File: src/rtl/ir_ctrl_pkg.sv
// Shared definitions for the interrupt source controller: register map,
// controller state encoding and CAUSE register layout.
package ir_ctrl_pkg;

    // Software-visible register addresses
    localparam logic [1:0] IR_A_PEND  = 2'd0;
    localparam logic [1:0] IR_A_MASK  = 2'd1;
    localparam logic [1:0] IR_A_CAUSE = 2'd2;
    localparam logic [1:0] IR_A_CTRL  = 2'd3;

    // CAUSE register layout: in-service flag on top, dispatched index at the bottom
    localparam int CAUSE_INSVC_BIT = 31;
    localparam int CAUSE_IDX_W     = 5;

    // CTRL register layout: only the global enable is implemented
    localparam int CTRL_EN_BIT = 0;

    // Controller states: waiting, one-cycle request to CP0, handler running
    typedef enum logic [1:0] {
        S_IDLE    = 2'd0,
        S_REQ     = 2'd1,
        S_SERVICE = 2'd2
    } irState_t;

    // Assemble the CAUSE read word from the in-service flag and source index
    function automatic logic [31:0] causeWord(input logic inSvc,
                                              input logic [CAUSE_IDX_W-1:0] idx);
        logic [31:0] w;
        w = '0;
        w[CAUSE_INSVC_BIT]     = inSvc;
        w[CAUSE_IDX_W-1:0]     = idx;
        return w;
    endfunction

endpackage

File: src/rtl/ir_ctrl_sync_edge.sv
// Per-source synchroniser and rising-edge detector. The raw device line is
// passed through a chain of SYNC_STAGES flops; a rise is reported for exactly
// one cycle when the synchronised level goes from 0 to 1.
module ir_ctrl_sync_edge #(
    parameter int SYNC_STAGES = 2
) (
    input  logic clk,
    input  logic rst,
    input  logic i_src,
    output logic o_rise
);

    // r_sync[0] takes the raw line; the MSB is the fully synchronised level
    logic [SYNC_STAGES-1:0] r_sync;
    logic                   r_prev;

    // Shift the raw line through the synchroniser and remember the last synced level
    always_ff @(posedge clk or posedge rst) begin
        if (rst) begin
            r_sync <= '0;
            r_prev <= 1'b0;
        end else begin
            r_sync <= {r_sync[SYNC_STAGES-2:0], i_src};
            r_prev <= r_sync[SYNC_STAGES-1];
        end
    end

    // A held-high line only produces one rise; a new rise needs a synced low first
    assign o_rise = r_sync[SYNC_STAGES-1] & ~r_prev;

endmodule

File: src/rtl/ir_ctrl.sv
// Interrupt source controller in front of the CP0 external interrupt input.
// Latches rising edges of the device lines as pending, masks and prioritises
// them (lowest index wins), pulses ir_out for one cycle per dispatch and then
// holds off further dispatches until CP0 reports ERET. Software sees PEND
// (write-1-to-clear), MASK, CAUSE (read-only) and CTRL (global enable).
module ir_ctrl
    import ir_ctrl_pkg::*;
#(
    parameter int N_SRC       = 8,
    parameter int SYNC_STAGES = 2
) (
    input  logic             clk,
    input  logic             rst,
    input  logic [N_SRC-1:0] src,
    output logic             ir_out,
    input  logic             eret,
    input  logic             we,
    input  logic [1:0]       addr,
    input  logic [31:0]      data_w,
    output logic [31:0]      data_r
);

    // Edge detection outputs, one per source
    logic [N_SRC-1:0]       w_rise;

    // Software-visible state
    logic [N_SRC-1:0]       r_pend;
    logic [N_SRC-1:0]       r_mask;
    logic                   r_en;
    logic [CAUSE_IDX_W-1:0] r_causeIdx;
    logic                   r_inService;

    // Controller state and its registered request output
    irState_t               r_state;
    logic                   r_irOut;

    // Arbitration results
    logic [N_SRC-1:0]       w_cand;
    logic                   w_anyCand;
    logic [CAUSE_IDX_W-1:0] w_winIdx;
    logic [N_SRC-1:0]       w_winOneHot;
    logic                   w_dispatch;

    // Register write decode and pending-clear vector
    logic                   w_wrPend;
    logic                   w_wrMask;
    logic                   w_wrCtrl;
    logic [N_SRC-1:0]       w_pendClr;
    logic [31:0]            w_readData;

    // Upper write-data bits beyond N_SRC have no storage behind them
    logic                   w_unused;
    assign w_unused = ^data_w;

    // One synchroniser plus edge detector per device line
    for (genvar g = 0; g < N_SRC; g++) begin : g_src
        ir_ctrl_sync_edge #(
            .SYNC_STAGES(SYNC_STAGES)
        ) u_syncEdge (
            .clk    (clk),
            .rst    (rst),
            .i_src  (src[g]),
            .o_rise (w_rise[g])
        );
    end

    assign w_wrPend = we & (addr == IR_A_PEND);
    assign w_wrMask = we & (addr == IR_A_MASK);
    assign w_wrCtrl = we & (addr == IR_A_CTRL);

    // Only pending sources that are unmasked compete for dispatch
    assign w_cand    = r_pend & r_mask;
    assign w_anyCand = |w_cand;

    // Priority encoder: scan downwards so the lowest set index is the last to win
    always_comb begin
        w_winIdx    = '0;
        w_winOneHot = '0;
        for (int i = N_SRC - 1; i >= 0; i--) begin
            if (w_cand[i]) begin
                w_winIdx       = CAUSE_IDX_W'(i);
                w_winOneHot    = '0;
                w_winOneHot[i] = 1'b1;
            end
        end
    end

    // A new request is only launched from IDLE with the global enable set
    assign w_dispatch = (r_state == S_IDLE) & r_en & w_anyCand;

    // Software W1C and the dispatched bit both clear; a rise in the same cycle still sets
    assign w_pendClr = (w_wrPend   ? data_w[N_SRC-1:0] : '0) |
                       (w_dispatch ? w_winOneHot       : '0);

    // Pending register: keep uncleared bits, then OR in fresh rising edges
    always_ff @(posedge clk or posedge rst) begin
        if (rst) begin
            r_pend <= '0;
        end else begin
            r_pend <= (r_pend & ~w_pendClr) | w_rise;
        end
    end

    // Mask and global enable are plain software-written registers
    always_ff @(posedge clk or posedge rst) begin
        if (rst) begin
            r_mask <= '0;
            r_en   <= 1'b0;
        end else begin
            if (w_wrMask) begin
                r_mask <= data_w[N_SRC-1:0];
            end
            if (w_wrCtrl) begin
                r_en <= data_w[CTRL_EN_BIT];
            end
        end
    end

    // Dispatch controller: IDLE -> REQ (one-cycle pulse) -> SERVICE until ERET
    always_ff @(posedge clk or posedge rst) begin
        if (rst) begin
            r_state     <= S_IDLE;
            r_irOut     <= 1'b0;
            r_inService <= 1'b0;
            r_causeIdx  <= '0;
        end else begin
            case (r_state)
                S_IDLE: begin
                    r_irOut <= 1'b0;
                    if (w_dispatch) begin
                        r_state    <= S_REQ;
                        r_irOut    <= 1'b1;
                        r_causeIdx <= w_winIdx;
                    end
                end
                S_REQ: begin
                    r_state     <= S_SERVICE;
                    r_irOut     <= 1'b0;
                    r_inService <= 1'b1;
                end
                S_SERVICE: begin
                    r_irOut <= 1'b0;
                    if (eret) begin
                        r_state     <= S_IDLE;
                        r_inService <= 1'b0;
                    end
                end
                default: begin
                    r_state     <= S_IDLE;
                    r_irOut     <= 1'b0;
                    r_inService <= 1'b0;
                end
            endcase
        end
    end

    assign ir_out = r_irOut;

    // Read mux: unimplemented bits of every register read as zero
    always_comb begin
        w_readData = '0;
        case (addr)
            IR_A_PEND:  w_readData = 32'(r_pend);
            IR_A_MASK:  w_readData = 32'(r_mask);
            IR_A_CAUSE: w_readData = causeWord(r_inService, r_causeIdx);
            IR_A_CTRL:  w_readData[CTRL_EN_BIT] = r_en;
            default:    w_readData = '0;
        endcase
    end

    assign data_r = w_readData;

endmodule

File: config.mk
export PLATFORM = sky130hd
export DESIGN_NAME = ir_ctrl
export DESIGN_NICKNAME = d
export VERILOG_FILES = /design/src/rtl/ir_ctrl_pkg.sv /design/src/rtl/ir_ctrl_sync_edge.sv /design/src/rtl/ir_ctrl.sv
export SDC_FILE = /design/constraint.sdc
export NUM_CORES = 1
export LEC_CHECK = 0
export BUFFER_PORTS_ARGS = -buffer_cell sky130_fd_sc_hd__buf_2
export CORE_ASPECT_RATIO = 1.25
export CORE_MARGIN = 2
export CORE_UTILIZATION = 45
export DETAILED_ROUTE_END_ITERATION = 8
export PLACE_DENSITY = 0.81
export SYNTH_ARGS = -nofsm -noshare
export SYNTH_HDL_FRONTEND = slang
export SYNTH_HIERARCHICAL = 1
export SYNTH_SLANG_ARGS = --single-unit
File: constraint.sdc
create_clock -name clk -period 1.9 [get_ports clk]
set_input_delay 0.095 -clock clk [delete_from_list [all_inputs] [get_ports clk]]
set_output_delay 0.095 -clock clk [all_outputs]
set_load 0.05 [all_outputs]
# Word level (Yosys, flattened, before mapping)
# Cells that the tools add are included.
dict set report totals {
  ff_bits 50
  inputBits 46
  output_inout_bits 33
  wordCells 90
}
dict set report op_classes {
  n_eq_ne 7
  mux 27
  bitwise_logic 27
  reduce_logical 6
}
# operator n
set ops {}
lappend ops {{case mux 31 bit (3 select lines)} 1}
lappend ops {{two-way mux 8 bit} 10}
lappend ops {{two-way mux 5 bit} 7}
lappend ops {{bitwise AND 8 bit} 2}
lappend ops {{bitwise OR 8 bit} 2}
lappend ops {{bitwise AND 1 bit} 13}
lappend ops {{NOT 1 bit} 9}
lappend ops {{NOT 8 bit} 1}
lappend ops {{OR reduction 8 bit} 1}
lappend ops {{== test 2 bit (second input constant)} 3}
lappend ops {{case mux 2 bit (3 select lines)} 1}
lappend ops {{AND reduction 2 bit} 3}
lappend ops {{== test 2 x 1 -> 1 bit (second input constant)} 2}
lappend ops {{logical NOT 2 bit} 2}
lappend ops {{two-way mux 2 bit} 2}
lappend ops {{!= test 2 bit (second input constant)} 2}
lappend ops {{case mux 1 bit (4 select lines)} 1}
lappend ops {{two-way mux 1 bit} 3}
lappend ops {{two-way mux 3 bit} 1}
lappend ops {{case mux 1 bit (3 select lines)} 1}

# Logic depth before layout (Yosys ltp)
dict set report logic_depth {
  ltp_word 14
  ltp_mapped 4
  ltp_nobuf 4
}

# Modules after synthesis
# Netlist, hierarchy kept.
# module n_inst cells_per_inst area_per_inst_um2 seq_area_each_um2
set by_module_without_submodules {}
lappend by_module_without_submodules {ir_ctrl 1 138 1458.9 600.6}
lappend by_module_without_submodules {ir_ctrl_sync_edge 8 5 92.6 75.1}

# Worst setup path before layout
# No wires, ideal clock.
dict set report synth_timing {
  path_kind {flip-flop to flip-flop}
  start {register r_state[1]}
  end {register r_causeIdx[0]}
  setup_time_ns 0.128
  arrival_ns 1.342
  required_ns 1.772
  path_slack_ns 0.430
  path_stages_with_launch 4
  path_buffers 0
  period_less_slack_ns 1.470
  path_cell_list {dfrtp_1 -> or3b_4 -> a41oi_4 -> mux2_1}
}
dict set report synth_via {
  elab_chain_len 4
}
# element line_no
set synth_lines {}
lappend synth_lines {{start: declaration} ir_ctrl.sv:34} ;# irState_t r_state;
lappend synth_lines {{start signal: assignment} ir_ctrl.sv:122} ;# r_state <= S_IDLE;
lappend synth_lines {{start signal: assignment} ir_ctrl.sv:131} ;# r_state <= S_REQ;
lappend synth_lines {{start signal: assignment} ir_ctrl.sv:137} ;# r_state <= S_SERVICE;
lappend synth_lines {{logical NOT 2 bit (*)} {ir_ctrl.sv:89, ir_ctrl.sv:127}}
lappend synth_lines {{bitwise AND 1 bit (2 in a row)} ir_ctrl.sv:89} ;# assign w_dispatch = (r_state == S_IDLE) & r_en & w_anyCand;
lappend synth_lines {{AND reduction 2 bit (no line) (*)} n/a}
lappend synth_lines {{end signal: assignment} ir_ctrl.sv:133} ;# r_causeIdx <= w_winIdx;
lappend synth_lines {{end: declaration} ir_ctrl.sv:30} ;# logic [CAUSE_IDX_W-1:0] r_causeIdx;
# Every way passes the cells marked *; elsewhere a longest branch is shown, timed or not.
# A chain may end at the register's enable or synchronous reset.

# Worst setup path after layout
dict set report layout_timing {
  start {register r_pend[3]}
  end {register r_pend[7]}
}
dict set report layout_via {
  elab_chain_len 10
  word_cells_on_any_way 12
  cone_classes {5 x mux; 6 x bitwise; 1 x reduce/logical}
}
# element line_no
set layout_lines {}
lappend layout_lines {{start: declaration} ir_ctrl.sv:27} ;# logic [N_SRC-1:0] r_pend;
lappend layout_lines {{start signal: assignment} ir_ctrl.sv:100} ;# r_pend <= (r_pend & ~w_pendClr) | w_rise;
lappend layout_lines {{bitwise AND 8 bit (*)} ir_ctrl.sv:72} ;# assign w_cand = r_pend & r_mask;
lappend layout_lines {{two-way mux 8 bit (4 in a row)} ir_ctrl.sv:80} ;# if (w_cand[i]) begin
lappend layout_lines {{two-way mux 8 bit (*)} ir_ctrl.sv:93} ;# (w_dispatch ? w_winOneHot : '0);
lappend layout_lines {{bitwise OR 8 bit (*)} ir_ctrl.sv:92} ;# assign w_pendClr = (w_wrPend ? data_w[N_SRC-1:0] : '0) |
lappend layout_lines {{NOT 8 bit (*)} ir_ctrl.sv:100}
lappend layout_lines {{bitwise AND 8 bit (*)} ir_ctrl.sv:100}
lappend layout_lines {{bitwise OR 8 bit (*)} ir_ctrl.sv:100}
# Marks and branches as above.

==> results.sh <==
export IMPL_vias_per_cell=4.901
export IMPL_regArea_um2=1201
export IMPL_cts_buffer_depth=2
export IMPL_ys_seq_area_share_pct=54.61
export IMPL_hpwl_um=2786
export IMPL_synthDistinctLibCells=35
export IMPL_ant_nets=0
export IMPL_hold_path_depth=2
export IMPL_hold_viol_final=0
export IMPL_drive_gt1_share_pct=25.56
export IMPL_first_pass_iters=4
export IMPL_syn_inst=178
export IMPL_slew_headroom_pct=61.64
export IMPL_die_w_um=66.54
export IMPL_p_comb_share_pct=28.2
export IMPL_vdd_drop_max_uv=548.6
export IMPL_clk_pin_slew_worst_paths_ps=80
export IMPL_setup_tns_ps=0
export IMPL_cts_sinks=48
export IMPL_cp_start_kind="flip-flop"
export IMPL_power_internal_mw=2.026
export IMPL_cts_setup_buffers=0
export IMPL_cp_cell_sequence="a22oi_2 > and4_1 > nand4_1 > a31o_1"
export IMPL_crit_fanout=7
export IMPL_cts_htree_levels=2
export IMPL_total_power_mw=3.080
export IMPL_rsz0062_at_grt="no"
export IMPL_synth_async_reset_ratio_pct=100.0
export IMPL_n_antenna_cell=0
export IMPL_worst_ep_arrival_time_ps=1780
export IMPL_sw_frac_of_total_pct=34.23
export IMPL_grt_overflow=0
export IMPL_layout_nets=269
export IMPL_endpoint_kind="flip-flop"
export IMPL_synth_top_area_cell="dfrtp_1"
export IMPL_antenna_found_initial=0
export IMPL_clock_fmax_mhz=628.8
export IMPL_max_cap_violations=0
export IMPL_portBuffers=31
export IMPL_synth_area_leaders="dfrtp_1 55%, buf_4 7.8%, mux2_1 5.1%, nor2b_4 5.0%, mux2i_1 3.2%"
export IMPL_grt_max_degree=25
export IMPL_synth_ff_type="dfrtp_1"
export IMPL_routabilityCongestion=0.8066
export IMPL_avgSynthCellArea_um2=12.36
export IMPL_std_cell_rows=28
export IMPL_core_um2=4730
export IMPL_multi_input_area_um2=862.1
export IMPL_netlist_area_um2=2200
export IMPL_cts_buffers=5
export IMPL_post_drt_wl_per_cell_um=13.40
export IMPL_area_growth_pct=16.27
export IMPL_seqPwrFrac_pct=44.7
export IMPL_cts_root_buffer="clkbuf_8"
export IMPL_power_density_nw_per_um2=1204
export IMPL_r2r_cells=4
export IMPL_track_usage_pct=15.25
export IMPL_status="finished clean"
export IMPL_drt_wl_total_um=3791
export IMPL_ys_seq_elements=48
export IMPL_grt_pass1_wl_um=6141
export IMPL_io_pins=79
export IMPL_fin_skew_ps=2.624
export IMPL_worstPathRequired_ps=2090
export IMPL_cts_resized=0
export IMPL_p_switching_mw=1.054
export IMPL_cp_slowest_stage_delay_ps=430
export IMPL_worst_setup_path_type="reg2reg"
export IMPL_start_util_pct=46.51
export IMPL_fin_crit_ps=1590
export IMPL_clockPowerShare_pct=27.2
export IMPL_fill_cells=426
export IMPL_drv_slew=0
export IMPL_yosys_area_top_type_share_pct=54.61
export IMPL_drt_initial_drc_count=38
export IMPL_fin_crit_sh_pct=83.70
export IMPL_leakage_nw=1.208
export IMPL_hp_class="in2reg"
export IMPL_synth_edf_count=0
export IMPL_grt_pass1_vias=1335
export IMPL_setup_viol=0
export IMPL_synth_warnings=6
export IMPL_dieHeight_um=82.17
export IMPL_vias=1387
export IMPL_clk_latency_ps=300
export IMPL_crit_path_top_delay_cell="a22oi_2"
export IMPL_tightest_slew_ps=572.8
export IMPL_drc_errors=0
export IMPL_fp_dieArea_um2=5467
export IMPL_cts_tree="built"
==> power groups by stage <==
stage | combinational (mW) | sequential [mW] | clock, mW
after detailed placement | 0.855 | 1.40 | 0
after global placement | 0.831 | 1.38 | 0
after floorplan | 0.702 | 1.38 | 0
final | 0.867 | 1.38 | 0.836
after CTS | 0.874 | 1.38 | 0.865
after global routing | 0.935 | 1.40 | 0.916
==> state kept, by name, summed over array words and instances (netlist names) <==
register,flops
g_src.u_syncEdge/r_prev,8
g_src.u_syncEdge/r_sync,16
ir_out,1
r_causeIdx,3
r_en,1
r_inService,1
r_mask,8
r_pend,8
r_state,2
==> cell type report <==
class / count / area share, %
inverter: 10 / 1.468
sequential: 48 / 46.97
multi-input combinational: 117 / 33.71
clock buffer: 5 / 2.691
timing repair buffer: 41 / 9.883
tap: 60 / 2.935
clock inverter: 2 / 2.348
==> cells in the mapped netlist (2+ instances only) <==
| cell type | number |
|---|---|
| o21ai_1 | 4 |
| mux2_1 | 10 |
| a21oi_1 | 5 |
| nand2_1 | 16 |
| mux2i_1 | 7 |
| nand3_1 | 2 |
| a22oi_2 | 3 |
| a31o_1 | 7 |
| dfrtp_1 | 48 |
| buf_4 | 23 |
| nor2b_4 | 8 |
| nand4_1 | 4 |
| inv_1 | 10 |
| nor2_1 | 9 |
| nor3b_2 | 2 |
==> stage by stage <==
stage | cells | hold slack [ps] | area [µm²] | utilization, % | setup slack [ps]
finish | 283 | 22.82 | 2557 | 54.07 | 309.7
global route | 283 | 21.63 | 2557 | 54.07 | 229.3
CTS | 283 | 19.26 | 2557 | 54.07 | 316.6
detailed placement | 267 | 55.76 | 2338 | 49.44 | 338.5
global placement | 267 | 55.12 | 2338 | 49.44 | 374.7
floorplan | 200 | -151.4 | 2282 | - | 430.3
==> routing by layer <==
layer,vias to the layer above,global-route usage [%],wire (µm)
met4,0,8.367,108
li1,656,-,-
met5,-,0,0
met1,674,18.44,1558
met3,13,4.065,175
met2,44,24.80,1948
==> worst paths after layout <==
path                       slack (ps)                       endpoint                          start
max                               310                      r_pend[7]                      r_pend[3]
min                                20                      r_mask[5]                      data_w[5]
max reg2reg                       310                      r_pend[7]                      r_pend[3]
min reg2reg                       350  g_src[5].u_syncEdge/r_sync[1]  g_src[5].u_syncEdge/r_sync[0]
max in group asynchronous        1200                      r_pend[0]                            rst
min in group asynchronous         280     g_src[2].u_syncEdge/r_prev                            rst
==> cell usage in the layout (no fill, tap or decap), types with 2 or more instances in the layout <==
| master | n |
|---|---|
| a21oi_1 | 5 |
| a22oi_2 | 3 |
| a31o_1 | 7 |
| buf_2 | 31 |
| bufinv_16 | 2 |
| clkbuf_8 | 5 |
| conb_1 | 23 |
| dfrtp_1 | 48 |
| dlygate4sd3_1 | 9 |
| inv_1 | 10 |
| mux2_1 | 10 |
| mux2i_1 | 7 |
| nand2_1 | 16 |
| nand3_1 | 2 |
| nand4_1 | 4 |
| nor2_1 | 9 |
| nor2b_4 | 8 |
| nor3b_2 | 2 |
| o21ai_1 | 4 |
==> repair_timing <==
| item | 4_1_cts | 5_1_grt |
|---|---|---|
| setup endpoints to repair | 0 | 0 |
| hold endpoints to repair | 56 | 0 |
| hold buffers | 9 | 0 |
==> kinds of logic (layout without fill, tap and decap cells) <==
logic type | after synthesis | count (layout) | share of synthesized area [%]
other | 1 | 23 | 0.1705
DFF | 48 | 48 | 54.61
buffers and inverters | 35 | 58 | 9.954
muxes | 19 | 19 | 9.841
and+or+nand+nor | 47 | 47 | 14.11
AOI/OAI and AO/OA | 28 | 28 | 11.32
==> worst max-delay path: cells and delay by family (launching register included) <==
kind,cells,cell delay (ps)
DFF,1,420
and+or+nand+nor,2,410
AOI/OAI and AO/OA,2,650
No activity file was read; power rests on OpenSTA's default activity.
